--- src/rtl/video_timing_gen_pkg.sv ---
// Shared types and reference timings for the raster timing generator.
// Timing bundles let callers derive parameter sets from a single named mode.
package video_pkg;

  typedef enum logic [1:0] {
    BORDER  = 2'd0,
    BARS    = 2'd1,
    CHECKER = 2'd2,
    SOLID   = 2'd3
  } pattern_mode_e;

  typedef struct packed {
    int unsigned active;
    int unsigned front;
    int unsigned sync;
    int unsigned back;
  } axis_timing_t;

  typedef struct packed {
    axis_timing_t h;
    axis_timing_t v;
  } timing_t;

  localparam timing_t Vga640x480 = '{
    h: '{active: 640, front: 16, sync: 96, back: 48},
    v: '{active: 480, front: 10, sync: 2,  back: 33}
  };

  function automatic int unsigned axis_total(axis_timing_t t);
    return t.active + t.front + t.sync + t.back;
  endfunction

endpackage

--- src/rtl/video_timing_gen_if.sv ---
// Video output bundle: pattern select in, raster timing, coordinates and pixel out.
interface video_timing_gen_if
  import video_pkg::*;
#(
  parameter int CntW = 11,
  parameter int PixW = 3
);
  pattern_mode_e   mode;
  logic            de;
  logic            hsync;
  logic            vsync;
  logic            sof;
  logic            eol;
  logic [CntW-1:0] x;
  logic [CntW-1:0] y;
  logic [PixW-1:0] pix;

  modport master (input mode, output de, hsync, vsync, sof, eol, x, y, pix);
  modport slave  (output mode, input de, hsync, vsync, sof, eol, x, y, pix);
endinterface

--- src/rtl/video_timing_gen_counter.sv ---
// Column/row raster counters with active-area, sync and strobe decode.
// Everything here describes the current (unregistered) raster position.
module video_timing_counter
  import video_pkg::*;
#(
  parameter int CntW    = 11,
  parameter int HActive = 640,
  parameter int HFront  = 16,
  parameter int HSync   = 96,
  parameter int HBack   = 48,
  parameter int VActive = 480,
  parameter int VFront  = 10,
  parameter int VSync   = 2,
  parameter int VBack   = 33
) (
  input  logic            clk_i,
  input  logic            rst_i,
  input  logic            ce_i,
  output logic [CntW-1:0] col,
  output logic [CntW-1:0] row,
  output logic            h_active,
  output logic            v_active,
  output logic            hsync_on,
  output logic            vsync_on,
  output logic            origin,
  output logic            line_end
);

  localparam int HTotal = int'(axis_total(axis_timing_t'{HActive, HFront, HSync, HBack}));
  localparam int VTotal = int'(axis_total(axis_timing_t'{VActive, VFront, VSync, VBack}));

  if (HTotal >= (1 << CntW)) begin : g_htotal_err
    $error("HTotal does not fit in CntW bits");
  end
  if (VTotal >= (1 << CntW)) begin : g_vtotal_err
    $error("VTotal does not fit in CntW bits");
  end

  localparam logic [CntW-1:0] HLast     = CntW'(HTotal - 1);
  localparam logic [CntW-1:0] VLast     = CntW'(VTotal - 1);
  localparam logic [CntW-1:0] HAct      = CntW'(HActive);
  localparam logic [CntW-1:0] VAct      = CntW'(VActive);
  localparam logic [CntW-1:0] HActLast  = CntW'(HActive - 1);
  localparam logic [CntW-1:0] HSyncBeg  = CntW'(HActive + HFront);
  localparam logic [CntW-1:0] HSyncEnd  = CntW'(HActive + HFront + HSync);
  localparam logic [CntW-1:0] VSyncBeg  = CntW'(VActive + VFront);
  localparam logic [CntW-1:0] VSyncEnd  = CntW'(VActive + VFront + VSync);

  logic [CntW-1:0] col_reg, col_next;
  logic [CntW-1:0] row_reg, row_next;

  always_comb begin
    col_next = col_reg;
    row_next = row_reg;
    if (ce_i) begin
      if (col_reg == HLast) begin
        col_next = '0;
        row_next = (row_reg == VLast) ? '0 : row_reg + CntW'(1);
      end else begin
        col_next = col_reg + CntW'(1);
      end
    end
  end

  always_ff @(posedge clk_i or posedge rst_i) begin
    if (rst_i) begin
      col_reg <= '0;
      row_reg <= '0;
    end else begin
      col_reg <= col_next;
      row_reg <= row_next;
    end
  end

  // vsync is purely a row decode, so it flips together with the row at col 0.
  assign col      = col_reg;
  assign row      = row_reg;
  assign h_active = (col_reg < HAct);
  assign v_active = (row_reg < VAct);
  assign hsync_on = (col_reg >= HSyncBeg) && (col_reg < HSyncEnd);
  assign vsync_on = (row_reg >= VSyncBeg) && (row_reg < VSyncEnd);
  assign origin   = (col_reg == '0) && (row_reg == '0);
  assign line_end = (col_reg == HActLast) && v_active;

endmodule

--- src/rtl/video_timing_gen.sv ---
// Raster timing generator with run-time selectable test pattern.
// One output register stage, advanced only on ce_i, so outputs lag the counters by one ce cycle.
module video_timing_gen
  import video_pkg::*;
#(
  parameter int   CntW      = 11,
  parameter int   HActive   = int'(Vga640x480.h.active),
  parameter int   HFront    = int'(Vga640x480.h.front),
  parameter int   HSync     = int'(Vga640x480.h.sync),
  parameter int   HBack     = int'(Vga640x480.h.back),
  parameter int   VActive   = int'(Vga640x480.v.active),
  parameter int   VFront    = int'(Vga640x480.v.front),
  parameter int   VSync     = int'(Vga640x480.v.sync),
  parameter int   VBack     = int'(Vga640x480.v.back),
  parameter logic HSyncPol  = 1'b0,
  parameter logic VSyncPol  = 1'b0,
  parameter int   PixW      = 3,
  parameter int   CheckLog2 = 4
) (
  input logic                clk_i,
  input logic                rst_i,
  input logic                ce_i,
  video_timing_gen_if.master vid
);

  if ((HActive % 8) != 0) begin : g_hactive_err
    $error("HActive must be divisible by 8");
  end
  if (CheckLog2 >= CntW) begin : g_check_err
    $error("CheckLog2 must index a counter bit");
  end

  localparam logic [CntW-1:0] BarLast  = CntW'(HActive / 8 - 1);
  localparam logic [CntW-1:0] HActLast = CntW'(HActive - 1);
  localparam logic [CntW-1:0] VActLast = CntW'(VActive - 1);

  logic [CntW-1:0] col, row;
  logic            h_active, v_active, hsync_on, vsync_on, origin, line_end;

  video_timing_counter #(
    .CntW(CntW), .HActive(HActive), .HFront(HFront), .HSync(HSync), .HBack(HBack),
    .VActive(VActive), .VFront(VFront), .VSync(VSync), .VBack(VBack)
  ) u_counter (
    .clk_i(clk_i), .rst_i(rst_i), .ce_i(ce_i),
    .col(col), .row(row), .h_active(h_active), .v_active(v_active),
    .hsync_on(hsync_on), .vsync_on(vsync_on), .origin(origin), .line_end(line_end)
  );

  pattern_mode_e   mode_reg, mode_next, mode_eff;
  logic [CntW-1:0] bar_pos_reg, bar_pos_next;
  logic [2:0]      bar_idx_reg, bar_idx_next;
  logic [PixW-1:0] pix_bar, pix_next;
  logic            active, check_bit;

  logic            de_reg, hsync_reg, vsync_reg, sof_reg, eol_reg;
  logic [CntW-1:0] x_reg, y_reg;
  logic [PixW-1:0] pix_reg;

  // The first pixel of a frame already uses the newly sampled mode.
  assign mode_eff  = origin ? vid.mode : mode_reg;
  assign active    = h_active && v_active;
  assign check_bit = col[CheckLog2] ^ row[CheckLog2];

  always_comb begin
    mode_next = mode_reg;
    if (ce_i && origin) begin
      mode_next = vid.mode;
    end
  end

  // Bar position runs along every line and is cleared throughout blanking.
  always_comb begin
    bar_pos_next = bar_pos_reg;
    bar_idx_next = bar_idx_reg;
    if (ce_i) begin
      if (!h_active) begin
        bar_pos_next = '0;
        bar_idx_next = '0;
      end else if (bar_pos_reg == BarLast) begin
        bar_pos_next = '0;
        bar_idx_next = bar_idx_reg + 3'd1;
      end else begin
        bar_pos_next = bar_pos_reg + CntW'(1);
      end
    end
  end

  genvar gi;
  for (gi = 0; gi < PixW; gi++) begin : g_bar_bits
    if (gi < 3) begin : g_idx
      assign pix_bar[gi] = bar_idx_reg[gi];
    end else begin : g_pad
      assign pix_bar[gi] = 1'b0;
    end
  end

  always_comb begin
    pix_next = '0;
    if (active) begin
      case (mode_eff)
        BORDER:  if (row == '0 || row == VActLast || col == '0 || col == HActLast) pix_next = '1;
        BARS:    pix_next = pix_bar;
        CHECKER: pix_next = {PixW{check_bit}};
        SOLID:   pix_next = '1;
        default: pix_next = '0;
      endcase
    end
  end

  always_ff @(posedge clk_i or posedge rst_i) begin
    if (rst_i) begin
      mode_reg    <= BORDER;
      bar_pos_reg <= '0;
      bar_idx_reg <= '0;
      de_reg      <= 1'b0;
      hsync_reg   <= ~HSyncPol;
      vsync_reg   <= ~VSyncPol;
      sof_reg     <= 1'b0;
      eol_reg     <= 1'b0;
      x_reg       <= '0;
      y_reg       <= '0;
      pix_reg     <= '0;
    end else begin
      mode_reg    <= mode_next;
      bar_pos_reg <= bar_pos_next;
      bar_idx_reg <= bar_idx_next;
      if (ce_i) begin
        de_reg    <= active;
        hsync_reg <= hsync_on ? HSyncPol : ~HSyncPol;
        vsync_reg <= vsync_on ? VSyncPol : ~VSyncPol;
        sof_reg   <= origin;
        eol_reg   <= line_end;
        x_reg     <= col;
        y_reg     <= row;
        pix_reg   <= pix_next;
      end else begin
        // Strobes are one clk wide even when ce_i runs at a fraction of clk_i.
        sof_reg <= 1'b0;
        eol_reg <= 1'b0;
      end
    end
  end

  assign vid.de    = de_reg;
  assign vid.hsync = hsync_reg;
  assign vid.vsync = vsync_reg;
  assign vid.sof   = sof_reg;
  assign vid.eol   = eol_reg;
  assign vid.x     = x_reg;
  assign vid.y     = y_reg;
  assign vid.pix   = pix_reg;

endmodule

--- src/flat_wrapper.sv ---
// flat-port wrapper written by rule: the top's interface ports become plain ports
module video_timing_gen_flat import video_pkg::*;
#(
  parameter int   CntW      = 11,
  parameter int   HActive   = int'(Vga640x480.h.active),
  parameter int   HFront    = int'(Vga640x480.h.front),
  parameter int   HSync     = int'(Vga640x480.h.sync),
  parameter int   HBack     = int'(Vga640x480.h.back),
  parameter int   VActive   = int'(Vga640x480.v.active),
  parameter int   VFront    = int'(Vga640x480.v.front),
  parameter int   VSync     = int'(Vga640x480.v.sync),
  parameter int   VBack     = int'(Vga640x480.v.back),
  parameter logic HSyncPol  = 1'b0,
  parameter logic VSyncPol  = 1'b0,
  parameter int   PixW      = 3,
  parameter int   CheckLog2 = 4
)
  (clk_i, rst_i, ce_i, vid_mode, vid_de, vid_hsync, vid_vsync, vid_sof, vid_eol, vid_x, vid_y, vid_pix);
  video_timing_gen_if #(.CntW(CntW), .PixW(PixW)) vid_i ();
  input logic clk_i;
  input logic rst_i;
  input logic ce_i;
  input wire logic [$bits(vid_i.mode)-1:0] vid_mode;
  output wire logic [$bits(vid_i.de)-1:0] vid_de;
  output wire logic [$bits(vid_i.hsync)-1:0] vid_hsync;
  output wire logic [$bits(vid_i.vsync)-1:0] vid_vsync;
  output wire logic [$bits(vid_i.sof)-1:0] vid_sof;
  output wire logic [$bits(vid_i.eol)-1:0] vid_eol;
  output wire logic [$bits(vid_i.x)-1:0] vid_x;
  output wire logic [$bits(vid_i.y)-1:0] vid_y;
  output wire logic [$bits(vid_i.pix)-1:0] vid_pix;
  assign vid_i.mode = vid_mode;
  assign vid_de = vid_i.de;
  assign vid_hsync = vid_i.hsync;
  assign vid_vsync = vid_i.vsync;
  assign vid_sof = vid_i.sof;
  assign vid_eol = vid_i.eol;
  assign vid_x = vid_i.x;
  assign vid_y = vid_i.y;
  assign vid_pix = vid_i.pix;
  video_timing_gen #(.CntW(CntW), .HActive(HActive), .HFront(HFront), .HSync(HSync), .HBack(HBack), .VActive(VActive), .VFront(VFront), .VSync(VSync), .VBack(VBack), .HSyncPol(HSyncPol), .VSyncPol(VSyncPol), .PixW(PixW), .CheckLog2(CheckLog2)) u_core (.clk_i(clk_i), .rst_i(rst_i), .ce_i(ce_i), .vid(vid_i));
endmodule
--- config.mk ---
export PLATFORM = sky130hd
export DESIGN_NAME = video_timing_gen_flat
export DESIGN_NICKNAME = d
export VERILOG_FILES = /design/src/rtl/video_timing_gen_pkg.sv /design/src/rtl/video_timing_gen_if.sv /design/src/rtl/video_timing_gen_counter.sv /design/src/rtl/video_timing_gen.sv /design/src/flat_wrapper.sv
export SDC_FILE = /design/constraint.sdc
export NUM_CORES = 1
export LEC_CHECK = 0
export ABC_AREA = 1
export ABC_CLOCK_PERIOD_IN_PS = 3400
export CAP_MARGIN = 20
export CORE_ASPECT_RATIO = 1.1
export CORE_MARGIN = 1
export CORE_UTILIZATION = 61
export DETAILED_ROUTE_END_ITERATION = 10
export GPL_TIMING_DRIVEN = 0
export PLACE_DENSITY = 0.91
export SLEW_MARGIN = 20
export SYNTH_ARGS = -nofsm -noshare
export SYNTH_HDL_FRONTEND = slang
export SYNTH_SLANG_ARGS = --single-unit
--- constraint.sdc ---
create_clock -name clk_i -period 3.4 [get_ports clk_i]
set_input_delay 0.51 -clock clk_i [delete_from_list [all_inputs] [get_ports clk_i]]
set_output_delay 0.51 -clock clk_i [all_outputs]
set_load 0.05 [all_outputs]
* After elaboration in Yosys (flattened, before gate mapping) *
Index checks and enable logic that the tools add are counted.

word-level totals
  bits in registers = 68
  input bits = 5
  output and inout bits = 30

operators by class
  $add $sub $neg = 4
  $lt $le $gt $ge = 6
  equality and inequality tests = 9
  mux-type cells = 14
  bitwise logic cells = 1
  reduce and logical (&&, ||, !) cells = 14

operators by type and width
  cell                                                                     number
  11-bit two-way mux                                                       4
  11-bit by 1-bit adder with 11-bit output, second input constant          3
  11-bit by 10-bit equality test with 1-bit output, second input constant  3
  11-bit zero test                                                         2
  11-bit by 10-bit < comparator with 1-bit output, second input constant   2
  11-bit by 9-bit < comparator with 1-bit output, second input constant    2
  3-bit two-way mux                                                        4
  3-bit one-hot mux with 4 select lines                                    1
  11-bit by 7-bit equality test with 1-bit output, second input constant   1
  11-bit by 9-bit equality test with 1-bit output, second input constant   1
  11-bit by 10-bit >= comparator with 1-bit output, second input constant  1
  11-bit by 9-bit >= comparator with 1-bit output, second input constant   1
  1-bit logical AND                                                        6
  2-bit equality test, second input constant                               2
  1-bit two-way mux                                                        4
  2-bit AND reduction                                                      2
  3-bit by 1-bit adder with 3-bit output, second input constant            1
  1-bit logical OR                                                         3
  2-bit by 1-bit equality test with 1-bit output, second input constant    1
  2-bit zero test                                                          1
  2-bit two-way mux                                                        1
  2-bit inequality test, second input constant                             1
  1-bit bitwise XOR                                                        1

* Longest topological paths before layout *
Gate-level depths: netlist (run 1).

  depth after elaboration = 7
  mapped depth = 15

* By module *
A second synthesis (run 1) with hierarchy kept.

unflattened totals
  cell total of the unflattened synthesis = 502
  area total of the unflattened synthesis = 3761.1 sq um

modules (own cells, without submodules)
  module                times used  cells an instance  area each (sq um)  seq. area each (sq um)
  video_timing_gen      1           295                2285.9             1153.6
  video_timing_counter  1           207                1475.2             550.5

* Least setup slack after synthesis (run 1) *
OpenSTA, ideal clock, no wires.

  path kind = register -> register
  start point = reg u_core.u_counter.row_reg[0] (netlist: u_core.u_counter.row[0])
  end point = reg u_core.mode_reg[1]
  library setup time = 0.125 ns
  data arrival time = 1.557 ns
  data required time = 3.275 ns
  path slack = 1.719 ns
  stages on the path, launching flop included = 10
  buffers on the path = 0
  clock period less this slack = 1.681 ns
  path through = dfrtp_1 -> inv_1 -> ha_1 -> inv_1 -> nor2_1 -> nand3_1 -> nor2_4 -> nand2_2 -> nor2_2 -> mux2_2

on the way
  word-level cells in the longest chain between the ends = 3

ends and longest elaborated chain
  item                    line                            RTL
  from (decl)             video_timing_gen_counter.sv:50  logic [CntW-1:0] row_reg, row_next;
  from (signal assigned)  video_timing_gen_counter.sv:71  row_reg <= row_next;
  11-bit zero test        video_timing_gen_counter.sv:82  assign origin = (col_reg == '0) && (row_reg == '0);
  1-bit logical AND       video_timing_gen_counter.sv:82
  1-bit logical AND       video_timing_gen.sv:66          if (ce_i && origin) begin
  to (signal assigned)    video_timing_gen.sv:124         mode_reg <= mode_next;
  to (decl)               video_timing_gen.sv:49          pattern_mode_e mode_reg, mode_next, mode_eff;

No other way between the ends.
A chain may end at the register's enable or synchronous reset.

* Final worst setup path (run 1) *
  start point = reg u_core.vsync_reg (netlist: u_core.vid.vsync)
  end point = out vid_vsync

RTL lines
  item                    line                     RTL
  from (decl)             video_timing_gen.sv:55   logic de_reg, hsync_reg, vsync_reg, sof_reg, eol_reg;
  from (signal assigned)  video_timing_gen.sv:117  vsync_reg <= ~VSyncPol;
  from (signal assigned)  video_timing_gen.sv:130  vsync_reg <= vsync_on ? VSyncPol : ~VSyncPol;
  to (decl)               flat_wrapper.sv:26       output wire logic [$bits(vid_i.vsync)-1:0] vid_vsync;

No word-level cell between the ends.

==> qor.log, run 1 <==
qor: yosys.number_of_synthesized_flops_with_an_enable_pin 0
qor: global_route.use_met3 4.77%
qor: cells_and_area.areaGrowthSynthToFinish 19.1%
qor: cells_and_area.regArea 0.00170 mm^2
qor: cells_and_area.multi_input_comb_area 0.00147 mm^2
qor: place.port_buffers 33
qor: drt.dr_total_vias 2,872
qor: cts.tritoncts_num_sinks 68
qor: cts.htreeDepth 3
qor: yosys.syn-instance-count 388
qor: yosys.ys_seq_elements 68
qor: global_route.grt_overflow_total 0
qor: sta.setup-tns-final 0 ns
qor: yosys.yosys_most_used_dff dfrtp_1
qor: drt.drc 0
qor: setup_path.worstPathRequired 2.89 ns
qor: floorplanning.die-height 80.2 um
qor: cells_and_area.design_area 0.00404 mm^2
qor: yosys.synth-compound-area-share 8.48%
qor: cts.clk_pin_slew_worst_paths 0.07 ns
qor: yosys.ys_async_sr_fraction 100%
qor: cells_and_area.layout-drive-gt1-share 12.8%
qor: setup_path.crit-reg2reg-capture u_core.vid.pix[0]
qor: power_and_ir_drop.power.leakage 1.89 nW
qor: sta.setup_viol 0
qor: floorplanning.die_area 0.00586 mm^2
qor: yosys.yosys.area_share.simple 28.0%
qor: global_route.groute.layer.met1.usage 36.9%
qor: drt.drt_pass1_iterations 5
qor: cts.number_of_buffers_inserted_during_clock_tree_synthesis 9
qor: worst_hold_path.hold_path.startpoint u_core.vid.y[6]
qor: power_and_ir_drop.seqPwrFrac 42.2%
qor: worst_hold_path.hold_end u_core.vid.y[6]
qor: outcome.outcome complete, no violations
qor: sta.finalMaxSlewViolations 0
qor: worst_hold_path.timing.hold.worst_path_depth 2
qor: drt.route.detailed.wl_per_inst 15.4 um
qor: setup_path.worst_r2r_path_depth 15
qor: floorplanning.die_x 73.1 um
qor: power_and_ir_drop.maximum_vdd_ir_drop 0.406 mV
qor: cts.cts-root-to-sink-buffers 2
qor: drt.route.final.wire_length 7880 um
qor: setup_path.timing_worst_setup_path_type reg2out
qor: sta.timing_hold_violations_final 0
qor: cells_and_area.final_common_cell nand2_1
qor: global_route.grt_start_max_net_pins 38
qor: setup_path.regToRegSetupSlack 1.47 ns
qor: setup_path.worstReg2RegStart u_core.u_counter.row[0]
qor: setup_path.timing.critical_path.fanout_max 2
qor: cts.clk_latency 0.36 ns
qor: global_route.grt_pass1_vias 2,857
qor: power_and_ir_drop.comb_power_share 30.3%
qor: floorplanning.initial_cell_density_of_the_core 63.3%
qor: setup_path.crit_path_cell_trace clkdlybuf4s50_1
qor: power_and_ir_drop.power_report.internal_total 0.00155 W
qor: global_route.gr-usage-all-layers 29.8%
qor: yosys.synth_fa_ha_area_share 2.21%
qor: setup_path.cpLargestDelayFamily buffers and inverters
qor: yosys.synth.net_count 399
qor: yosys.synth_xor_xnor_area_share 3.87%
qor: power_and_ir_drop.switching_share 38.0%
qor: sta.fmax 455 MHz
qor: cts.postCtsHoldBufs 0
qor: setup_path.crit_start u_core.vid.vsync
qor: worst_hold_path.holdCritPathClass reg2reg
qor: job.maxCapViolCount 0
qor: place.post_dp_cell_area 0.00384 mm^2
qor: sta.layout_worst_path_cycle_share 64.6%
qor: sta.rsz0062_at_grt no
qor: setup_path.master_of_the_slowest_instance_on_the_critical_path clkdlybuf4s50_1
qor: yosys.synth_mux_area_share 0.627%
qor: cells_and_area.commonest_cells_after_routing_fill_and_taps_aside nand2_1, dfrtp_1, inv_1, nor2_1, clkdlybuf4s50_1
qor: sta.final.min_clock_period 2.20 ns
qor: global_route.groute.layer.met2.usage 48.0%
qor: yosys.synthesis.area_per_instance 8.74 um^2
qor: cells_and_area.antenna-diode-count 0
qor: cells_and_area.fill_cells 384
qor: global_route.grt_antenna_before_repair 0
qor: setup_path.worstSetupStartpointType flop
qor: floorplanning.row_count 28
qor: sta.max_slew.worst_pin.slew 0.545 ns
qor: yosys.synth_top_family_by_area simple AND/OR/NAND/NOR gates
qor: setup_path.critical_path.max_stage_delay 0.79 ns
qor: place.gpl.final_weighted_congestion 0.880
qor: sta.fin_skew 0.00975 ns
qor: setup_path.path_buf_inv 1
qor: global_route.grt-busiest-layer met2
qor: yosys.post_synth_num_cell_types 42
qor: cts.tritoncts built
qor: cts.postCtsSetupBuffers 0
qor: cts.clk_root_buffer_cell clkbuf_8
qor: drt.first_iter_violations 226
qor: drt.number_of_nets_with_antenna_violations_after_detailed_routing 0
qor: yosys.synth-warning-count 0
qor: floorplanning.design.core.area 0.00536 mm^2
qor: sta.timing.slew.headroom 63.7%
qor: power_and_ir_drop.power_switching 0.000953 W
qor: setup_path.worstPathArrival 1.69 ns
qor: power_and_ir_drop.powerDensity 620 mW/mm^2
qor: yosys.seq_area_frac_synth 50.2%
qor: place.dp_hpwl 5640 um
qor: yosys.syn-cell-area 0.00339 mm^2
qor: floorplanning.floorplan.io_pins 35
qor: cells_and_area.final_net_count 444
qor: setup_path.critical_path.endpoint_type primary output
qor: global_route.first_pass_grt_wire_length 13,000 um
qor: cts.ctsResizeCount 0
qor: power_and_ir_drop.power.share.clock 27.6%
qor: drt.avgViaCountPerCell 5.60
-- cells by family (layout without fill, tap and decap cells) --
| kind of cell | after synthesis | in the layout |
|---|---|---|
| AOI/OAI and AO/OA | 51 | 51 |
| xor gates and xnor gates | 15 | 15 |
| adders and majority gates | 6 | 6 |
| buffers and inverters | 55 | 105 |
| DFF | 68 | 68 |
| muxes | 2 | 2 |
| and+or+nand+nor | 191 | 191 |
-- cell type report --
| class | instances | area share [%] |
|---|---|---|
| repair buffers | 34 | 8.67 |
| well taps | 75 | 2.32 |
| multi-input cells | 265 | 36.3 |
| clock inverters | 4 | 1.18 |
| plain buffers | 10 | 1.24 |
| clock buffers | 12 | 3.84 |
| inverters | 45 | 4.33 |
| flip-flops and latches | 68 | 42.2 |
-- through the flow --
stage / setup WS (ns) / power, W / instances / hold WS [ns] / util (%)
finish: 1.20 / 0.00251 / 513 / 0.473 / 75.4
global route: 1.17 / 0.00261 / 513 / 0.493 / 75.4
CTS: 1.20 / 0.00250 / 513 / 0.475 / 75.4
global placement: 0.134 / 0.00179 / 496 / 0.455 / 71.2
floorplan: 1.18 / 0.00160 / 388 / 0.478 / -
detailed placement: 1.49 / 0.00182 / 497 / 0.458 / 71.6
-- cell usage after synthesis, types with 2 or more instances --
| cell type | n | area, um^2 |
|---|---|---|
| nand4_1 | 9 | 56.3 |
| dfstp_2 | 2 | 52.6 |
| nor2_2 | 3 | 18.8 |
| nand3_1 | 22 | 110 |
| o21ai_0 | 29 | 145 |
| nor3_1 | 12 | 60.1 |
| buf_2 | 4 | 20.0 |
| nand2_1 | 81 | 304 |
| inv_1 | 41 | 154 |
| nor4_1 | 2 | 12.5 |
| buf_1 | 2 | 7.51 |
| nor3_2 | 3 | 30.0 |
| xor2_1 | 14 | 123 |
| ha_1 | 6 | 75.1 |
| nor2_1 | 37 | 139 |
| a21oi_1 | 12 | 60.1 |
| inv_2 | 2 | 7.51 |
| nand2_2 | 8 | 50.1 |
| nor2_4 | 5 | 56.3 |
| and3_1 | 2 | 12.5 |
| clkbuf_1 | 3 | 11.3 |
| a31oi_1 | 4 | 25.0 |
| dfrtp_1 | 66 | 1650 |
-- how the worst max path moves through the flow --
stage / endpoint / cells past startpoint / slack [ns]
2_1_floorplan: u_core.bar_idx_reg[0] / 1 / 1.18
3_3_place_gp: u_core.u_counter.row[7] / 2 / 0.13
3_5_place_dp: u_core.vid.pix[0] / 15 / 1.49
4_1_cts: vid_vsync / 1 / 1.20
5_1_grt: vid_vsync / 1 / 1.17
6_report: vid_vsync / 1 / 1.20
-- power groups by stage --
| stage | registers, W | logic [W] | clock network [W] |
|---|---|---|---|
| floorplan | 0.00122 | 0.000377 | 0 |
| global placement | 0.00106 | 0.000726 | 0 |
| detailed placement | 0.00107 | 0.000754 | 0 |
| CTS | 0.00105 | 0.000760 | 0.000690 |
| global route | 0.00107 | 0.000821 | 0.000719 |
| finish | 0.00106 | 0.000758 | 0.000690 |
-- routing by layer --
layer  wire, um  share of wire, %
met1       3330                42
met2       3910                50
met3        398               5.1
met4        241               3.1
met5          0                 0
(Power assumes the default switching activity.)
==> run 2, diff against run 1 <==
ABC_CLOCK_PERIOD_IN_PS = 2100   (was 3400)
CORE_UTILIZATION = 57   (was 61)
PLACE_DENSITY = 0.86   (was 0.91)
clock period = 2.1 ns   (was 3.4 ns; I/O delays follow)
==> run 2 against run 1 <==
Clock skew decreased by 0.0025 ns. Critical path depth stayed put. Via count fell by 2.7%. Clock power increased by 33%. Total power increased by 53%. Global-route usage shrank 3.4 points. Core utilization fell by 6.0 points. Register-to-register slack got worse by 1.3 ns. Flip-flop and latch count unchanged. Non-clock buffer count stayed put. Largest power group unchanged.
==> qor.log, run 2 (same netlist as run 1, synthesis figures left out) <==
qor: job.maxCapViolCount 0 [unchanged]
qor: power_and_ir_drop.power_report.internal_total 0.00237 W [+53%]
qor: setup_path.critical_path.endpoint_type primary output
qor: power_and_ir_drop.comb_power_share 31.5% [+1.2 points]
qor: setup_path.regToRegSetupSlack 0.17 ns [-1.30 ns]
qor: global_route.grt_pass1_vias 2,727 [-4.6%]
qor: drt.route.final.wire_length 7250 um [-7.9%]
qor: floorplanning.die_area 0.00626 mm^2 [+6.8%]
qor: sta.finalHoldWorstSlack 0.300 ns [-0.173 ns]
qor: floorplanning.design.core.area 0.00577 mm^2 [+7.6%]
qor: setup_path.timing.critical_path.fanout_max 2 [unchanged]
qor: cts.number_of_buffers_inserted_during_clock_tree_synthesis 9 [unchanged]
qor: global_route.first_pass_grt_wire_length 12,300 um [-5.2%]
qor: cts.cts-root-to-sink-buffers 2 [unchanged]
qor: power_and_ir_drop.power.share.clock 24.0% [-3.6 points]
qor: power_and_ir_drop.switching_share 38.2% [+0.18 points]
qor: drt.drc 0 [unchanged]
qor: global_route.gr-usage-all-layers 26.4% [-3.4 points]
qor: global_route.grt_overflow_total 0 [unchanged]
qor: drt.dr_total_vias 2,795 [-2.7%]
qor: floorplanning.die-height 82.9 um [+3.4%]
qor: setup_path.critical_path.max_stage_delay 0.79 ns [about the same]
qor: cells_and_area.commonest_cells_after_routing_fill_and_taps_aside nand2_1, dfrtp_1, inv_1, nor2_1, clkdlybuf4s50_1
qor: setup_path.worstSetupStartpointType flop
qor: floorplanning.floorplan.io_pins 35 [unchanged]
qor: sta.fin_skew 0.00720 ns [-0.00254 ns]
qor: cts.postCtsSetupBuffers 0 [unchanged]
qor: sta.fmax 505 MHz
qor: global_route.grt_antenna_before_repair 0 [unchanged]
qor: cells_and_area.layout-drive-gt1-share 11.6% [-1.1 points]
qor: sta.timing_hold_violations_final 0 [unchanged]
qor: global_route.grt_start_max_net_pins 42 [+11%]
qor: power_and_ir_drop.seqPwrFrac 44.6% [+2.4 points]
qor: setup_path.cpLargestDelayFamily buffers and inverters
qor: sta.layout_worst_path_cycle_share 94.3%
qor: power_and_ir_drop.powerDensity 958 mW/mm^2 [+55%]
qor: cts.htreeDepth 3 [unchanged]
qor: setup_path.crit_path_cell_trace clkdlybuf4s50_1
qor: power_and_ir_drop.power_switching 0.00146 W [+54%]
qor: cts.clk_root_buffer_cell clkbuf_8
qor: sta.max_slew.worst_pin.slew 0.520 ns [-0.0247 ns]
qor: outcome.outcome complete, no violations
qor: cts.clk_latency 0.34 ns [-0.02 ns]
qor: sta.timing.slew.headroom 65.3% [+1.6 points]
qor: sta.final.min_clock_period 1.98 ns
qor: place.dp_hpwl 5330 um [-5.4%]
qor: setup_path.master_of_the_slowest_instance_on_the_critical_path clkdlybuf4s50_1
qor: place.gpl.final_weighted_congestion 0.841 [-4.5%]
qor: setup_path.timing_worst_setup_path_type reg2out
qor: cells_and_area.areaGrowthSynthToFinish 18.0%
qor: power_and_ir_drop.maximum_vdd_ir_drop 0.733 mV [+81%]
qor: setup_path.worstPathArrival 1.67 ns [-0.02 ns]
qor: drt.avgViaCountPerCell 5.43 [-3.1%]
qor: cells_and_area.antenna-diode-count 0 [unchanged]
qor: drt.first_iter_violations 224 [-0.88%]
qor: setup_path.worstPathRequired 1.78 ns [-1.11 ns]
qor: setup_path.path_buf_inv 1 [unchanged]
qor: drt.route.detailed.wl_per_inst 14.1 um [-8.3%]
qor: sta.rsz0062_at_grt no
qor: cells_and_area.core_utilization_of_the_finished_layout 69.4% [-6.0 points]
qor: cells_and_area.final_common_cell nand2_1
qor: power_and_ir_drop.report.power.total 0.00383 W [+53%]
qor: floorplanning.row_count 29 [+3.6%]
qor: cts.ctsResizeCount 0 [unchanged]
qor: floorplanning.die_x 75.6 um [+3.4%]
qor: place.port_buffers 33 [unchanged]
qor: cells_and_area.final_net_count 444 [unchanged]
qor: cts.tritoncts_num_sinks 68 [unchanged]
qor: sta.finalMaxSlewViolations 0 [unchanged]
qor: drt.number_of_nets_with_antenna_violations_after_detailed_routing 0 [unchanged]
qor: sta.setup_viol 0 [unchanged]
qor: drt.drt_pass1_iterations 6 [+1]
qor: cts.postCtsHoldBufs 0 [unchanged]
qor: worst_hold_path.holdCritPathClass in2async
qor: cts.clk_pin_slew_worst_paths 0.07 ns [about the same]
qor: power_and_ir_drop.power.leakage 1.86 nW [-1.2%]
qor: cts.tritoncts built
qor: floorplanning.initial_cell_density_of_the_core 58.8% [-4.5 points]
==> run 2: cell count changes in the layout (fill, tap and decap cells not counted) <==
cell / delta
bufinv_16: -1
clkinvlp_4: -1
clkbuf_8: -1
clkinv_2: -2
clkbuf_1: +5
==> run 2: final timing paths <==
kind	cells after the start	endpoint	from
worst max-delay path	1	vid_vsync	u_core.vid.vsync
worst min-delay path	2	u_core.vid.de	rst_i
worst max register to register	9	u_core.mode_reg[1]	u_core.u_counter.row[0]
worst min register to register	2	u_core.vid.x[2]	u_core.vid.x[2]
max in group asynchronous	3	u_core.vid.vsync	rst_i
min in group clk_i	3	u_core.vid.x[7]	ce_i
==> run 2: final cells by class <==
type,instances,area (um^2)
repair buffers,34,350
fillers,463,1770
clock buffers,16,160
flip-flops and latches,68,1700
well taps,77,96.3
multi-input cells,265,1470
plain buffers,10,50.0
inverters,45,175
==> run 2: layer usage <==
| layer | track usage (%) | vias to the layer above | wire length [um] |
|---|---|---|---|
| met2 | 42.7 | 80 | 3650 |
| met4 | 8.92 | 0 | 116 |
| li1 | - | 1357 | - |
| met1 | 33.6 | 1344 | 3210 |
| met5 | 0 | - | 0 |
| met3 | 7.16 | 14 | 275 |
==> run 2: metrics by stage <==
step	instances	setup TNS, ns	setup WS [ns]	area [um^2]
after floorplan	388	0	0.0768	3390
after global routing	515	0	0.00582	4000
after detailed placement	499	0	0.183	3840
after global placement	498	-68.43	-1.03	3820
final	515	0	0.119	4000
after CTS	515	0	0.111	4000
==> run 2: power groups by stage <==
| stage | registers (W) | logic [W] | clock network [W] |
|---|---|---|---|
| floorplan | 0.00197 | 0.000611 | 0 |
| global placement | 0.00172 | 0.00117 | 0 |
| detailed placement | 0.00173 | 0.00121 | 0 |
| CTS | 0.00171 | 0.00121 | 0.000934 |
| global route | 0.00173 | 0.00133 | 0.000984 |
| finish | 0.00171 | 0.00121 | 0.000918 |
